<file path="src/rtl/dispatch4way16_pkg.sv">
// Shared constants, FIFO entry layout and lane decode helper for dispatch4way16.
// The `define constants are visible to every file compiled after this one.
`ifndef DISPATCH4WAY16_DEFS
`define DISPATCH4WAY16_DEFS
`define D4W16_WIDTH 16
`define D4W16_LANES 4
`define D4W16_DEPTH 2
`define D4W16_SEL_W 2
`endif

package dispatch4way16_pkg;

  localparam int unsigned WIDTH   = `D4W16_WIDTH;
  localparam int unsigned LANES   = `D4W16_LANES;
  localparam int unsigned DEPTH   = `D4W16_DEPTH;
  localparam int unsigned SEL_W   = `D4W16_SEL_W;
  localparam int unsigned ENTRY_W = WIDTH + SEL_W;

  typedef struct packed {
    logic [SEL_W-1:0] lane;
    logic [WIDTH-1:0] data;
  } entry_t;

  function automatic logic [LANES-1:0] lane_onehot(input logic [SEL_W-1:0] sel);
    logic [LANES-1:0] oh;
    oh      = '0;
    oh[sel] = 1'b1;
    return oh;
  endfunction

endpackage

</file>
<file path="src/rtl/dispatch4way16_fifo2x16.sv">
// fifo2x16: 2-entry FIFO of 18-bit entries (lane tag + data) with 1-bit pointers.
// The head is forced to zero when empty so downstream decode needs no extra gating.
module fifo2x16
  import dispatch4way16_pkg::*;
(
  input  logic               clock,
  input  logic               reset_n,
  input  logic               push,
  input  logic               pop,
  input  logic [ENTRY_W-1:0] wr_entry,
  output logic [ENTRY_W-1:0] head,
  output logic [1:0]         count
);

  logic [ENTRY_W-1:0] mem [DEPTH];
  logic               wr_ptr;
  logic               rd_ptr;
  logic               do_push;
  logic               do_pop;

  always_comb begin
    do_push = push && (count != 2'(DEPTH));
    do_pop  = pop && (count != 2'd0);
  end

  always_ff @(posedge clock or negedge reset_n) begin
    if (!reset_n) begin
      for (int unsigned i = 0; i < DEPTH; i++) begin
        mem[i] <= '0;
      end
      wr_ptr <= 1'b0;
      rd_ptr <= 1'b0;
      count  <= '0;
    end else begin
      if (do_push) begin
        mem[wr_ptr] <= wr_entry;
        wr_ptr      <= ~wr_ptr;
      end
      if (do_pop) begin
        rd_ptr <= ~rd_ptr;
      end
      case ({do_push, do_pop})
        2'b10:   count <= count + 2'd1;
        2'b01:   count <= count - 2'd1;
        default: count <= count;
      endcase
    end
  end

  always_comb begin
    head = (count != 2'd0) ? mem[rd_ptr] : '0;
  end

endmodule

</file>
<file path="src/rtl/dispatch4way16.sv">
// Four-lane 16-bit dispatcher: buffers words in a 2-entry FIFO, tags each with a lane,
// presents the head with a one-hot per-lane valid. Optional macro: DISPATCH_ADDR_EN.
module dispatch4way16
  import dispatch4way16_pkg::*;
(
  input  logic        clock,
  input  logic        reset_n,
  input  logic [15:0] in_data,
  input  logic [1:0]  in_lane,
  input  logic        in_valid,
  output logic        in_ready,
  output logic [15:0] out_data,
  output logic [1:0]  out_sel,
  output logic [3:0]  out_valid,
  input  logic [3:0]  out_ready,
  output logic [1:0]  count
);

  logic               push;
  logic               pop;
  logic [SEL_W-1:0]   tag;
  logic [ENTRY_W-1:0] head;
  entry_t             head_entry;
  entry_t             wr_entry;

`ifdef DISPATCH_ADDR_EN
  always_comb begin
    tag = in_lane;
  end
`else
  logic [SEL_W-1:0] rr;
  logic             unused_in_lane;

  always_comb begin
    tag            = rr;
    unused_in_lane = ^in_lane;
  end

  // Advances only on an accepted push; pops and refused pushes leave it alone.
  always_ff @(posedge clock or negedge reset_n) begin
    if (!reset_n) begin
      rr <= '0;
    end else if (push) begin
      rr <= rr + 1'b1;
    end
  end
`endif

  always_comb begin
    in_ready      = (count != 2'(DEPTH));
    push          = in_valid && in_ready;
    wr_entry.data = in_data;
    wr_entry.lane = tag;
    head_entry    = entry_t'(head);
    out_data      = head_entry.data;
    out_sel       = head_entry.lane;
    out_valid     = (count != 2'd0) ? lane_onehot(head_entry.lane) : '0;
    pop           = |(out_valid & out_ready);
  end

  fifo2x16 u_fifo (
    .clock    (clock),
    .reset_n  (reset_n),
    .push     (push),
    .pop      (pop),
    .wr_entry (wr_entry),
    .head     (head),
    .count    (count)
  );

endmodule

</file>
<file path="config.mk">
export PLATFORM = sky130hd
export DESIGN_NAME = dispatch4way16
export DESIGN_NICKNAME = d
export VERILOG_FILES = /design/src/rtl/dispatch4way16_pkg.sv /design/src/rtl/dispatch4way16_fifo2x16.sv /design/src/rtl/dispatch4way16.sv
export SDC_FILE = /design/constraint.sdc
export NUM_CORES = 1
export LEC_CHECK = 0
export ABC_AREA = 0
export CORE_AREA = 5 5 73 75
export DETAILED_ROUTE_END_ITERATION = 10
export DIE_AREA = 0 0 78 80
export GPL_TIMING_DRIVEN = 1
export PLACE_DENSITY = 0.73
export SLEW_MARGIN = 40
export SYNTH_ARGS = -nofsm -noshare
export SYNTH_HDL_FRONTEND = slang
export SYNTH_SLANG_ARGS = --single-unit
</file>
<file path="constraint.sdc">
create_clock -name clock -period 2.3 [get_ports clock]
set_clock_uncertainty 0.1 [all_clocks]
set_input_delay 0.46 -clock clock [delete_from_list [all_inputs] [get_ports clock]]
set_output_delay 0.46 -clock clock [all_outputs]
set_load 0.01 [all_outputs]
</file>
==> PnR_summary.wiki, run 1 <==
{| class="wikitable"
! Metric !! Value
|-
| TritonCTS clock tree || built
|-
| Top post-synthesis cells by area || sky130_fd_sc_hd__dfrtp_1 52%, sky130_fd_sc_hd__mux2_2 20%, sky130_fd_sc_hd__mux2i_1 8.9%, sky130_fd_sc_hd__nor2_1 4.8%, sky130_fd_sc_hd__xnor2_1 2.2%
|-
| Area Overhead vs Synth || 34.7%
|-
| Sequential-to-total area share from yosys stat || about half
|-
| Average via count per standard cell || around 5.2
|-
| DR top layer || met4
|-
| Final critical-path share of the clock period || 97.5%
|-
| Cell count of the worst reg-to-reg path || 7
|-
| Core box area || 4600 um^2
|-
| Start of the worst register-to-register path || u_fifo.rd_ptr
|-
| Share of synthesized flip-flops with an asynchronous set or reset || between 90% and 100%
|-
| Global-route wire length before repair || 7000 um
|-
| Mapped Avg Cell Area || between 10 and 15 um^2
|-
| RSZ-0062 raised after global routing || yes
|-
| CP max-delay cell || sky130_fd_sc_hd__clkdlybuf4s50_1
|-
| Amount of wire on met2 after detailed routing || 2290 um
|-
| Largest fanout on the critical path || 7
|-
| Number of nets in the finished design || roughly 240
|-
| Wire length on met3 || approximately 160 um
|-
| Number of iterations in the first detailed-routing pass || 4
|-
| Class of the most critical setup path || reg2out
|-
| Post-DP HPWL || 3030 um
|-
| Top FF cell, synth || sky130_fd_sc_hd__dfrtp_1
|-
| Routability congestion estimate || 0.728
|-
| Reg clk slew, reported paths || ~0.07 ns
|-
| Boundary pin count || 50
|-
| Final Max Tran Viols || 0
|-
| Count of mapped cells out of synthesis || between 150 and 200
|-
| Maximum VDD drop || between 0.6 and 0.7 mV
|-
| Count of hold buffers inserted by post-cts repair || 0
|-
| Via count of the first global-routing pass || 1504
|-
| GRT Resource Usage Total || 14.2%
|-
| Distinct cells, synth || 25
|-
| Yosys warns || 0
|-
| Fmax || around 0.45 GHz
|-
| Worst EP arrival || between 1.5 and 2 ns
|-
| Die Height || roughly 80 um
|-
| Req. time, crit path || around 1.7 ns
|-
| Top cell type's share of synthesized area || approximately 52%
|-
| Endpoint type of the worst setup path || output pin
|-
| Outcome || completed
|-
| CTS Sinks || between 40 and 50
|-
| Number of design-rule violations left by the first detailed-router iteration || 27
|-
| Crit path largest cell delay || between 0.5 and 0.6 ns
|-
| Initial core utilization || roughly 44%
|-
| Largest buffer count on any clock path || 2
|-
| Final count of hold timing violations || 0
|-
| Cell type contributing the most total cell area after synthesis || sky130_fd_sc_hd__dfrtp_1
|-
| Count of inserted antenna diode cells || 0
|-
| Maximum number of pins on one net before global-route repair || 43
|-
| Post-synthesis sequential element count || 42
|-
| Power per standard cell area || 1570 nW/um^2
|-
| Max Cap Viol || 0
|-
| Average wire length per cell after detail routing || ~16 um
|-
| Number of buffers added by the clock tree synthesis step || 5
|-
| Tmin final || ~2.2 ns
|-
| Cell-by-cell listing of the critical path || nor2b_2 > a22oi_1 > nor2_1 > clkdlybuf4s50_1
|-
| WP depth || 4
|-
| Buffers plus inverters on the worst setup path || 1
|-
| Total wire length after detailed routing || between 4000 and 5000 um
|-
| Site Rows || 25
|-
| Category of cells accounting for the largest share of critical-path delay || buffers and inverters
|-
| Path category of the worst min-delay check || in2async
|-
| Overall power of the completed layout || 4.28 mW
|-
| Routed metal-1 wire length || around 1600 um
|-
| Crit start category || register
|-
| Root buf cell || sky130_fd_sc_hd__clkbuf_8
|-
| Worst skew pair latency || ~0.29 ns
|-
| Number of endpoints failing setup at the final stage || 0
|-
| Synthesized net count || approximately 180
|-
| Slew of the pin with the lowest slew margin || 0.513 ns
|-
| H-tree depth || 2
|-
| Number of synthesized flops with an enable pin || 0
|-
| Launching instance or port of the critical path || u_fifo.rd_ptr
|-
| Overflow left after global routing || 0
|-
| Total DRC errors in the routed layout || 0
|-
| Final core occ || 59.4%
|-
| Post-Syn Area || ~2000 um^2
|-
| Most frequently used cell type in the post-synthesis netlist || sky130_fd_sc_hd__dfrtp_1
|-
| Layout cells sized above 1 || between 20% and 30%
|-
| Count of input and output buffers || 47
|-
| Leakage power || between 1 and 1.5 nW
|-
| Headroom to the max-slew limit || 65.8%
|-
| Synth top cells by count || 42 x sky130_fd_sc_hd__dfrtp_1, 36 x sky130_fd_sc_hd__mux2_2, 26 x sky130_fd_sc_hd__nor2_1, 18 x sky130_fd_sc_hd__mux2i_1, 5 x sky130_fd_sc_hd__xnor2_1
|-
| Vias after detailed routing || 1377
|-
| Area of the die || roughly 6200 um^2
|-
| Antenna-violating nets left || 0
|-
| Initial antenna violation count || 0
|-
| Width of the die || roughly 78 um
|}
layout make-up:
class,instances,area [um^2]
fillers,357,1870
flip-flops and latches,42,1050
multi-input cells,106,941
inverters,3,11.3
repair buffers,51,547
well taps,54,67.6
clock buffers,8,110
path summary, 6_finish.rpt:
| kind | endpoint | slack [ns] |
|---|---|---|
| min reg2reg | rr[1] | 0.39 |
| min in group clock | rr[1] | 0.39 |
| max reg2reg | u_fifo.count[1] | 0.11 |
| max | out_valid[3] | 0.06 |
| min | u_fifo.mem[19] | 0.04 |
| max in group asynchronous | u_fifo.rd_ptr | 1.68 |
layer usage:
metal | GRT usage, % | vias to the layer above
met4 | 7.26 | 0
li1 | - | 648
met5 | 0 | -
met1 | 15.0 | 690
met2 | 26.5 | 32
met3 | 2.82 | 7
through the flow:
stage | cell area [um^2] | cells | setup WS, ns | setup TNS [ns] | hold WS [ns]
after CTS | 2670 | 264 | 0.000847 | 0 | 0.0564
after detailed placement | 2550 | 256 | 0.0819 | 0 | 0.374
final | 2730 | 264 | 0.0579 | 0 | 0.0432
after global routing | 2730 | 264 | -0.0397 | -0.132 | 0.0847
after floorplan | 2030 | 157 | 0.429 | 0 | 0.0644
after global placement | 2550 | 256 | 0.140 | 0 | 0.381
timing repair:
item | 4_1_cts | 5_1_grt
setup endpoints to repair | 15 | 20
buffers inserted | 0 | 0
gates resized for setup | 5 | 24
flip-flops by register name, summed over array words and instances (netlist names):
name	count
rr	2
u_fifo.mem	36
u_fifo.wr_ptr	1
u_fifo.rd_ptr	1
u_fifo.count	2
layout by cell type, fill, tap and decap left out, types with 2 or more instances in the layout:
master and instances:
sky130_fd_sc_hd__mux2i_1 18, sky130_fd_sc_hd__mux2_2 36, sky130_fd_sc_hd__dlygate4sd2_1 2, sky130_fd_sc_hd__nor2_2 2, sky130_fd_sc_hd__buf_4 3, sky130_fd_sc_hd__dfrtp_1 39, sky130_fd_sc_hd__dfrtp_2 3, sky130_fd_sc_hd__clkdlybuf4s50_1 28
sky130_fd_sc_hd__dlymetal6s2s_1 16, sky130_fd_sc_hd__clkbuf_8 8, sky130_fd_sc_hd__nor2_1 24, sky130_fd_sc_hd__inv_1 3, sky130_fd_sc_hd__a22oi_1 4, sky130_fd_sc_hd__xnor2_1 5
report_power, final:
part / total [mW] / internal, mW / leakage, nW / switching [mW]
registers: 1.43 / 1.13 / 0.491 / 0.293
logic: 2.32 / 1.33 / 0.827 / 0.992
clock network: 0.528 / 0.303 / 0.0575 / 0.226
kinds of logic (layout without fill, tap and decap cells):
family	Yosys count	count (layout)	share of synthesized area [%]
compound gates	8	8	3.09
xor+xnor	6	6	2.59
fa+ha+maj	1	1	0.617
buf+inv	9	62	2.65
flops	42	42	51.8
mux	55	55	29.5
simple gates	36	36	9.68
(Power assumes the default switching activity.)
==> inputs of run 2 (changes only) <==
--- a/config.mk
+++ b/config.mk
@@ -6,11 +6,11 @@
 export NUM_CORES = 1
 export LEC_CHECK = 0
 export ABC_AREA = 0
-export CORE_AREA = 5 5 73 75
+export CORE_AREA = 5 5 74 70
 export DETAILED_ROUTE_END_ITERATION = 10
-export DIE_AREA = 0 0 78 80
+export DIE_AREA = 0 0 79 75
 export GPL_TIMING_DRIVEN = 1
-export PLACE_DENSITY = 0.73
+export PLACE_DENSITY = 0.77
 export SLEW_MARGIN = 40
 export SYNTH_ARGS = -nofsm -noshare
 export SYNTH_HDL_FRONTEND = slang
==> constraint.sdc (replaced) <==
create_clock -name clock -period 2.2 [get_ports clock]
set_clock_uncertainty 0.1 [all_clocks]
set_input_delay 0.44 -clock clock [delete_from_list [all_inputs] [get_ports clock]]
set_output_delay 0.44 -clock clock [all_outputs]
set_load 0.01 [all_outputs]
==> run 2 against run 1 <==
  * Register-to-register slack got worse by 0.09 ns
  * Clock power increased by 6.1%
  * The flow now finishes with violations (setup timing)
  * Worst hold slack got worse by 0.017 ns
  * Routed wire length increased by 11%
  * Critical path type unchanged
  * Sequential share of layout area decreased by 0.26 points
  * Critical path depth unchanged
==> PnR_summary.wiki, run 2 (synthesized netlist as in run 1, its figures left out) <==
{| class="wikitable"
! Metric !! Value
|-
| Average wire length per cell after detail routing || between 15 and 20 um
|-
| Core box area || around 4300 um^2
|-
| Final critical-path share of the clock period || 100%
|-
| Worst reg2reg setup slack || ~0.02 ns
|-
| Count of inserted antenna diode cells || 0
|-
| Endpoint type of the worst setup path || output pin
|-
| Initial core utilization || 47.3%
|-
| Psw || roughly 1.7 mW
|-
| Post-route worst hold slack || ~0.026 ns
|-
| Boundary pin count || 50
|-
| Total DRC errors in the routed layout || 0
|-
| RSZ-0062 raised after global routing || yes
|-
| Layout cells sized above 1 || 31.1%
|-
| Largest buffer count on any clock path || 2
|-
| Area Overhead vs Synth || 35.6%
|-
| Switching part of the total || 36.9%
|-
| Maximum number of pins on one net before global-route repair || 43
|-
| Largest fanout on the critical path || 7
|-
| Max FFs per register || 36
|-
| Overall power of the completed layout || between 4 and 5 mW
|-
| Number of nets in the finished design || approximately 240
|-
| Req. time, crit path || approximately 1.7 ns
|-
| Start of the worst register-to-register path || u_fifo.rd_ptr
|-
| Overflow left after global routing || 0
|-
| Maximum VDD drop || ~0.83 mV
|-
| Portion of total power attributed to the clock network || between 10% and 20%
|-
| Cell-by-cell listing of the critical path || and2_4 > nor2_4 > nor2_1 > clkdlybuf4s50_1
|-
| Number of endpoints failing setup at the final stage || 1
|-
| Register with the most flip-flops || u_fifo.mem
|-
| Top Registers || u_fifo.mem: 36 flops, rr: 2 flops, u_fifo.count: 2 flops
|-
| Die Height || 75 um
|-
| Commonest non-fill, non-tap cell in the layout || sky130_fd_sc_hd__dfrtp_1
|-
| CTS Sinks || 42
|-
| Outcome || finished, violations left
|-
| Slew of the pin with the lowest slew margin || 0.518 ns
|-
| Global-route wire length before repair || ~7000 um
|-
| Setup WS pre-CTS || around 0.017 ns
|-
| Site Rows || 23
|-
| Number of design-rule violations left by the first detailed-router iteration || 39
|-
| Failing checks || setup timing
|-
| Post-route insts no fill || about 260
|-
| Number of iterations in the first detailed-routing pass || 4
|-
| Tmin final || about 2.2 ns
|-
| Antenna-violating nets left || 0
|-
| Post-DP HPWL || roughly 3100 um
|-
| Root buf cell || sky130_fd_sc_hd__clkbuf_8
|-
| Power per standard cell area || ~1700 nW/um^2
|-
| Path category of the worst min-delay check || in2async
|-
| Fmax || 0.453 GHz
|-
| Internal cell power || ~2.9 mW
|-
| Vias after detailed routing || approximately 1.4k
|-
| Crit start category || register
|-
| Initial antenna violation count || 0
|-
| Reg clk slew, reported paths || about 0.08 ns
|-
| Final critical-path setup slack || -0.00900 ns
|-
| TritonCTS clock tree || built
|-
| Crit path largest cell delay || roughly 0.54 ns
|-
| Worst skew pair latency || approximately 0.29 ns
|-
| Average via count per standard cell || ~5.3
|-
| Class of the most critical setup path || reg2out
|-
| GRT Resource Usage Total || between 10% and 20%
|-
| Total wire length after detailed routing || around 4600 um
|-
| Width of the die || a little under 80 um
|-
| Max Cap Viol || 0
|-
| Fraction of power consumed by sequential logic || roughly 33%
|-
| Number of buffers added by the clock tree synthesis step || 5
|-
| H-tree depth || 2
|-
| Final Max Tran Viols || 0
|-
| Worst EP arrival || 1.67 ns
|-
| Placed cell count || between 200 and 300
|-
| Launching instance or port of the critical path || u_fifo.rd_ptr
|-
| Via count of the first global-routing pass || around 1.5k
|-
| Portion of total power attributed to combinational logic || 54.6%
|-
| Final count of hold timing violations || 0
|-
| CP max-delay cell || sky130_fd_sc_hd__clkdlybuf4s50_1
|-
| Area of the die || a little under 6000 um^2
|-
| Leakage power || 1.29 nW
|-
| Final TNS setup || -0.00900 ns
|-
| Headroom to the max-slew limit || between 60% and 70%
|-
| Commonest cells after routing, fill and taps aside || 39 x sky130_fd_sc_hd__dfrtp_1, 36 x sky130_fd_sc_hd__mux2_2, 25 x sky130_fd_sc_hd__clkdlybuf4s50_1
|-
| Routability congestion estimate || 0.840
|-
| Count of input and output buffers || 47
|}
[run 2: changes by cell type in the layout (fill, tap and decap cells not counted), sizes merged]
cell / previous run / this run
buf: 5 / 6
clkbuf: 8 / 9
dlymetal6s2s: 16 / 3
dlygate4sd2: 2 / 18
clkdlybuf4s50: 28 / 25
[run 2: final timing paths]
kind                                         to  cells past startpoint
worst min-delay path              u_fifo.mem[2]                      1
max in group asynchronous         u_fifo.rd_ptr                      1
worst max-delay path                 out_sel[0]                      4
min in group clock                        rr[1]                      1
worst min register to register            rr[1]                      1
worst max register to register  u_fifo.count[1]                      7
[run 2: timing repair]
| action | in CTS | in global routing |
|---|---|---|
| setup buffers | 0 | 2 |
| endpoints found under the setup margin | 22 | 5 |
| pin swaps | 0 | 1 |
| gates resized for setup | 26 | 12 |
| hold buffers | 0 | 0 |
| cloned | 0 | 1 |
[run 2: final cells by class]
type	count	area (um^2)
fillers	327	1540
flip-flops and latches	42	1050
multi-input cells	106	971
repair buffers	53	541
clock buffers	8	110
well taps	50	62.6
inverters	3	11.3
[run 2: metal layers]
metal  part of all wire (%)  vias up  wire, um  GRT usage [%]
met2                     53       32      2440           27.5
li1                       -      652         -              -
met5                      0        -         0              0
met3                    4.1        8       186           4.07
met4                    1.3        0        61           5.73
met1                     41      701      1890           17.7
[run 2: stage by stage]
stage / area, um^2 / utilization (%)
floorplan: 2030 / -
global placement: 2550 / 59.5
detailed placement: 2550 / 59.6
CTS: 2660 / 62.1
global route: 2750 / 64.1
finish: 2750 / 64.1
[run 2: worst max-delay path: cells and delay by family, from the launching register on]
family	cells	cell delay, ns
buf+inv	1	0.54
flops	1	0.48
simple gates	3	0.37
[run 2: power by group through the flow]
stage,sequential (mW),clock [mW],combinational (mW)
after floorplan,1.41,0,1.53
after global placement,1.45,0,2.45
after detailed placement,1.50,0,2.53
after CTS,1.50,0.571,2.37
after global routing,1.57,0.605,2.72
final,1.53,0.560,2.51
==> patch 1, RTL diff (flow settings as in run 2) <==
The macro `D4W16_DEPTH` goes from 2 to 4.
--- a/src/rtl/dispatch4way16_pkg.sv
+++ b/src/rtl/dispatch4way16_pkg.sv
@@ -4,7 +4,7 @@
 `define DISPATCH4WAY16_DEFS
 `define D4W16_WIDTH 16
 `define D4W16_LANES 4
-`define D4W16_DEPTH 2
+`define D4W16_DEPTH 4
 `define D4W16_SEL_W 2
 `endif
 
Behaviour: not the same (a bounded check fails within 4 cycles, from zero or initial values and one cycle with reset_n low).
==> patch 1 against run 2 <==
Largest power group unchanged; utilization is 1.1 points higher; worst hold slack got worse by 0.0082 ns; critical path type unchanged; clock power grew 6.1%; critical endpoint is now out_data[13]; area after synthesis is 2.4% higher; cell area is 1.7% higher; via count up 2.5%; worst setup slack gained 0.092 ns; power up 1.8%; wire length is 1.9% lower; sequential cell count stayed put.
==> patch 1: results (changes against run 2) <==
setup_path:
  worst-endpoint-arrival_ns: 1.58  # was 1.67 ns
  rrSetupSlack_ns: 0.11  # was 0.02 ns
  end_of_the_critical_path: "out_data[13]"  # was out_sel[0]
  timing.critical_path.fanout_max: 10  # was 7
  rr_worst_depth: 7  # unchanged
  r2r-end: "u_fifo.count[1]"  # unchanged
  timing.critical_path.from: "u_fifo.rd_ptr"  # unchanged
power:
  static_leakage_uw: 0.001308  # was 0.001287 uW
  ir_worst_vdd_uv: 735.5  # was 828.5 uV
yosys:
  netlist_top_cells_count: "sky130_fd_sc_hd__dfrtp_1 (42), sky130_fd_sc_hd__mux2_2 (26), sky130_fd_sc_hd__nor2_1 (25), sky130_fd_sc_hd__mux2i_1 (18), sky130_fd_sc_hd__mux2_4 (10)"  # was sky130_fd_sc_hd__dfrtp_1 (42), sky130_fd_sc_hd__mux2_2 (36), sky130_fd_sc_hd__nor2_1 (26), sky130_fd_sc_hd__mux2i_1 (18), sky130_fd_sc_hd__xnor2_1 (5)
  synth-seq-area-share: 0.5060  # was 0.5182
  synth_nets: 183  # unchanged
  netlist-cell-type-count: 27  # was 25
  syn_area_per_cell_um2: 13.23  # was 12.92 um2
  cells_taking_the_most_area_after_synthesis: "sky130_fd_sc_hd__dfrtp_1 (51%), sky130_fd_sc_hd__mux2_2 (14%), sky130_fd_sc_hd__mux2i_1 (8.7%), sky130_fd_sc_hd__mux2_4 (7.2%), sky130_fd_sc_hd__nor2_1 (4.5%)"  # was sky130_fd_sc_hd__dfrtp_1 (52%), sky130_fd_sc_hd__mux2_2 (20%), sky130_fd_sc_hd__mux2i_1 (8.9%), sky130_fd_sc_hd__nor2_1 (4.8%), sky130_fd_sc_hd__xnor2_1 (2.2%)
drt:
  viasPerCell: 5.409  # was 5.317
  dr.first_iter.drc_count: 64  # was 39
  drt-total-wl_um: 4492  # was 4581 um
run_status:
  run_status: "complete, no violations"  # was complete, but fails checks
timing:
  period_minus_slack_ns: 2.117  # was 2.209 ns
  worstMarginPinSlew_ns: 0.5292  # was 0.5178 ns
clocking:
  register_clock_pin_slew_on_the_reported_worst_setup_and_hold_paths_ns: 0.08  # about the same
  htreeDepth: 2  # unchanged
  clk_latency_ns: 0.29  # about the same
layout:
  final_nets: 239  # was 237
  diodes: 0  # unchanged
  largest_registers: "u_fifo.mem (36), rr (2), u_fifo.count (2)"  # unchanged
  drive_gt1_frac: 0.3084  # was 0.3113
  final-instance-count-excl-fill: 264  # was 262
place:
  place_congestion: 0.7753  # was 0.8404
  pre_cts_ws_ns: -0.02083  # was 0.01699 ns
  dp_cells: 253  # was 251
  port_buffers: 47  # unchanged
min_path:
  class_of_the_most_critical_hold_timing_path: "in2async"  # unchanged
grt:
  grt_pass1_wl_um: 7196  # was 6982 um
  grt_antenna_before_repair: 0  # unchanged
  global_route.usage.total: 0.1579  # was 0.1526
  grt_pass1_vias: 1531  # was 1,491
-- patch 1: changes by cell type in the layout (fill, tap and decap cells not counted), moves of 2 or more --
cell and change:
sky130_fd_sc_hd__clkbuf_8 -3, sky130_fd_sc_hd__mux2_4 +10, sky130_fd_sc_hd__buf_4 +2, sky130_fd_sc_hd__mux2_2 -10, sky130_fd_sc_hd__dlygate4sd2_1 +2
-- patch 1: layout make-up --
| cell class | count | area, um2 |
|---|---|---|
| inverter | 4 | 20.02 |
| fill | 322 | 1491 |
| sequential | 42 | 1054 |
| multi-input combinational | 105 | 999.7 |
| clock inverter | 2 | 37.54 |
| timing repair buffer | 55 | 550.5 |
| tap | 50 | 62.56 |
| clock buffer | 6 | 72.57 |
-- patch 1: cell families (layout without fill, tap and decap cells) --
group / count (synthesis) / count (layout) / synth area share
muxes: 55 / 55 / 0.3066
buffers and inverters: 10 / 67 / 0.03012
AOI/OAI and AO/OA: 8 / 8 / 0.03013
adders and majority gates: 1 / 1 / 0.006023
xor gates and xnor gates: 6 / 6 / 0.02530
and+or+nand+nor: 35 / 35 / 0.09578
DFF: 42 / 42 / 0.5060
-- patch 1: worst min path at each step --
stage / from / endpoint / slack (ns)
after global routing: reset_n / u_fifo.mem[64] / 0.06
after CTS: reset_n / u_fifo.mem[64] / 0.02
after floorplan: reset_n / rr[0] / 0.04
after detailed placement: reset_n / u_fifo.mem[64] / 0.35
after global placement: rr[1] / rr[1] / 0.38
final: reset_n / u_fifo.mem[64] / 0.02
-- patch 1: power by group --
group          total, uW  switching (uW)  internal, uW
combinational       2570            1130          1440
clock                594             256           338
sequential          1510             328          1180
total               4680            1710          2970
-- patch 1: critical path, stage by stage, from the launching register on --
cell	delay (ns)
sky130_fd_sc_hd__dfrtp_2	0.44
sky130_fd_sc_hd__buf_4	0.24
sky130_fd_sc_hd__mux2i_2	0.25
sky130_fd_sc_hd__nor2_1	0.07
sky130_fd_sc_hd__dlygate4sd2_1	0.28
-- patch 1: per-stage QoR --
step / hold WS (ns) / area [um2]
2_1_floorplan: 0.04441 / 2077
3_3_place_gp: 0.3847 / 2625
3_5_place_dp: 0.3547 / 2628
4_1_cts: 0.02443 / 2739
5_1_grt: 0.05824 / 2796
6_report: 0.01778 / 2796
-- patch 1: layer usage --
metal  part of all wire  global-route usage  up-vias
met5                  0                   0        -
li1                   -                   -      660
met3              0.053             0.04904        7
met1               0.42              0.1822      722
met4              0.011             0.05534        0
met2               0.51              0.2813       39
-- patch 1: timing repair --
action                     in CTS  in global routing
setup endpoints to repair      23                  9
setup buffers                   1                  2
gates resized for setup        27                  7
gates cloned                    0                  1
pin swaps                       0                  1
==> patch 2, RTL diff (config.mk and constraints of run 2) <==
Without the edit above. Put a register stage on the output `count`, cleared by the reset. The value now appears one clock later. The other outputs are not delayed to match.
--- a/src/rtl/dispatch4way16.sv
+++ b/src/rtl/dispatch4way16.sv
@@ -15,6 +15,8 @@
   input  logic [3:0]  out_ready,
   output logic [1:0]  count
 );
+
+  logic [1:0] count_d;
 
   logic               push;
   logic               pop;
@@ -47,14 +49,14 @@
 `endif
 
   always_comb begin
-    in_ready      = (count != 2'(DEPTH));
+    in_ready      = (count_d != 2'(DEPTH));
     push          = in_valid && in_ready;
     wr_entry.data = in_data;
     wr_entry.lane = tag;
     head_entry    = entry_t'(head);
     out_data      = head_entry.data;
     out_sel       = head_entry.lane;
-    out_valid     = (count != 2'd0) ? lane_onehot(head_entry.lane) : '0;
+    out_valid     = (count_d != 2'd0) ? lane_onehot(head_entry.lane) : '0;
     pop           = |(out_valid & out_ready);
   end
 
@@ -65,8 +67,16 @@
     .pop      (pop),
     .wr_entry (wr_entry),
     .head     (head),
-    .count    (count)
+    .count    (count_d)
   );
+
+  always_ff @(posedge clock or negedge reset_n) begin
+    if (!reset_n) begin
+      count <= '0;
+    end else begin
+      count <= count_d;
+    end
+  end
 
 endmodule
 
Check against the original RTL: not equivalent (a bounded check fails within 4 cycles, from zero or initial values and one cycle with reset_n low).
==> patch 2 against run 2 <==
The run still ends with setup timing left; power is 1.1% higher; worst setup slack better by 0.0033 ns; area after synthesis rose by 2.5%; first-iteration DRC count up 64%; via count rose by 4.4%; wire length increased by 0.61%; sequential cell count rose by 2; cell area up 2.5%; combinational power up 3%; critical endpoint is now out_valid[1]; largest cell class unchanged; largest power group unchanged.
==> patch 2: results (changes against run 2) <==
timing:
  timing.final.ws_setup_ns: -0.005737  # was -0.009001 ns
  worstMarginPinSlew_ns: 0.5214  # was 0.5178 ns
  setup_viol: 1  # unchanged
grt:
  global_route.usage.total: 0.1710  # was 0.1526
  grt_pass1_wl_um: 7797  # was 6982 um
  global_route.usage.met1: 0.2003  # was 0.1767
  grt.met3_usage: 0.05742  # was 0.04067
run_status:
  run_status: "complete, but fails checks"  # unchanged
  failing_checks: "setup timing"  # unchanged
yosys:
  synth_nets: 185  # was 183
  synth-adder-area-share: 0.006020  # was 0.006169
  fraction_of_the_mapped_netlist_area_in_compound_gates: 0.03010  # was 0.03085
  postSynthCellCount: 159  # was 157
  synth_mux_area_frac: 0.2884  # was 0.2955
layout:
  clock_tree_area_fraction: 0.03194  # was 0.04004
  final-instance-count-excl-fill: 273  # was 262
  sh_seq_area: 0.3913  # was 0.3835
  final_core_util: 0.6577  # was 0.6414
  num-fill-cells: 310  # was 327
  final_nets: 248  # was 237
  final-nonclk-buf-share: 0.2085  # was 0.1965
place:
  place_congestion: 0.7684  # was 0.8404
  detailed_place_hpwl_um: 3140  # was 3091 um
  dp_cells: 257  # was 251
power:
  static_leakage_uw: 0.001330  # was 0.001287 uW
  comb-power_uw: 2580  # was 2510 uW
  p_int_uw: 2937  # was 2899 uW
  ir_worst_vdd_uv: 728.3  # was 828.5 uV
  finalPower_uw: 4647  # was 4596 uW
drt:
  met1_length_um: 1936  # was 1894 um
  vias: 1454  # was 1,393
  wl_met3_um: 263  # was 186 um
  dr.first_iter.drc_count: 64  # was 39
setup_path:
  end_of_the_critical_path: "out_valid[1]"  # was out_sel[0]
  rrSetupSlack_ns: 0.04  # was 0.02 ns
[patch 2: cell types whose count changed in the layout (fill, tap and decap cells not counted), moves of 2 or more]
cell,before,now
sky130_fd_sc_hd__dlygate4sd2_1,18,14
sky130_fd_sc_hd__clkdlybuf4s50_1,25,27
sky130_fd_sc_hd__buf_4,4,12
sky130_fd_sc_hd__clkbuf_8,8,6
sky130_fd_sc_hd__mux2i_2,1,3
sky130_fd_sc_hd__clkbuf_1,0,2
sky130_fd_sc_hd__dfrtp_1,39,42
[patch 2: what timing repair did]
item	CTS	global route
gates resized for setup	21	12
setup buffers	1	6
gates cloned	1	0
pin swaps	1	1
setup endpoints to repair	23	9
[patch 2: worst max-delay path, cell delays in order, from the launching register on]
cell	delay, ns
sky130_fd_sc_hd__dfrtp_2	0.47
sky130_fd_sc_hd__nor2b_2	0.20
sky130_fd_sc_hd__a22oi_1	0.09
sky130_fd_sc_hd__nor2_1	0.09
sky130_fd_sc_hd__clkdlybuf4s50_1	0.54
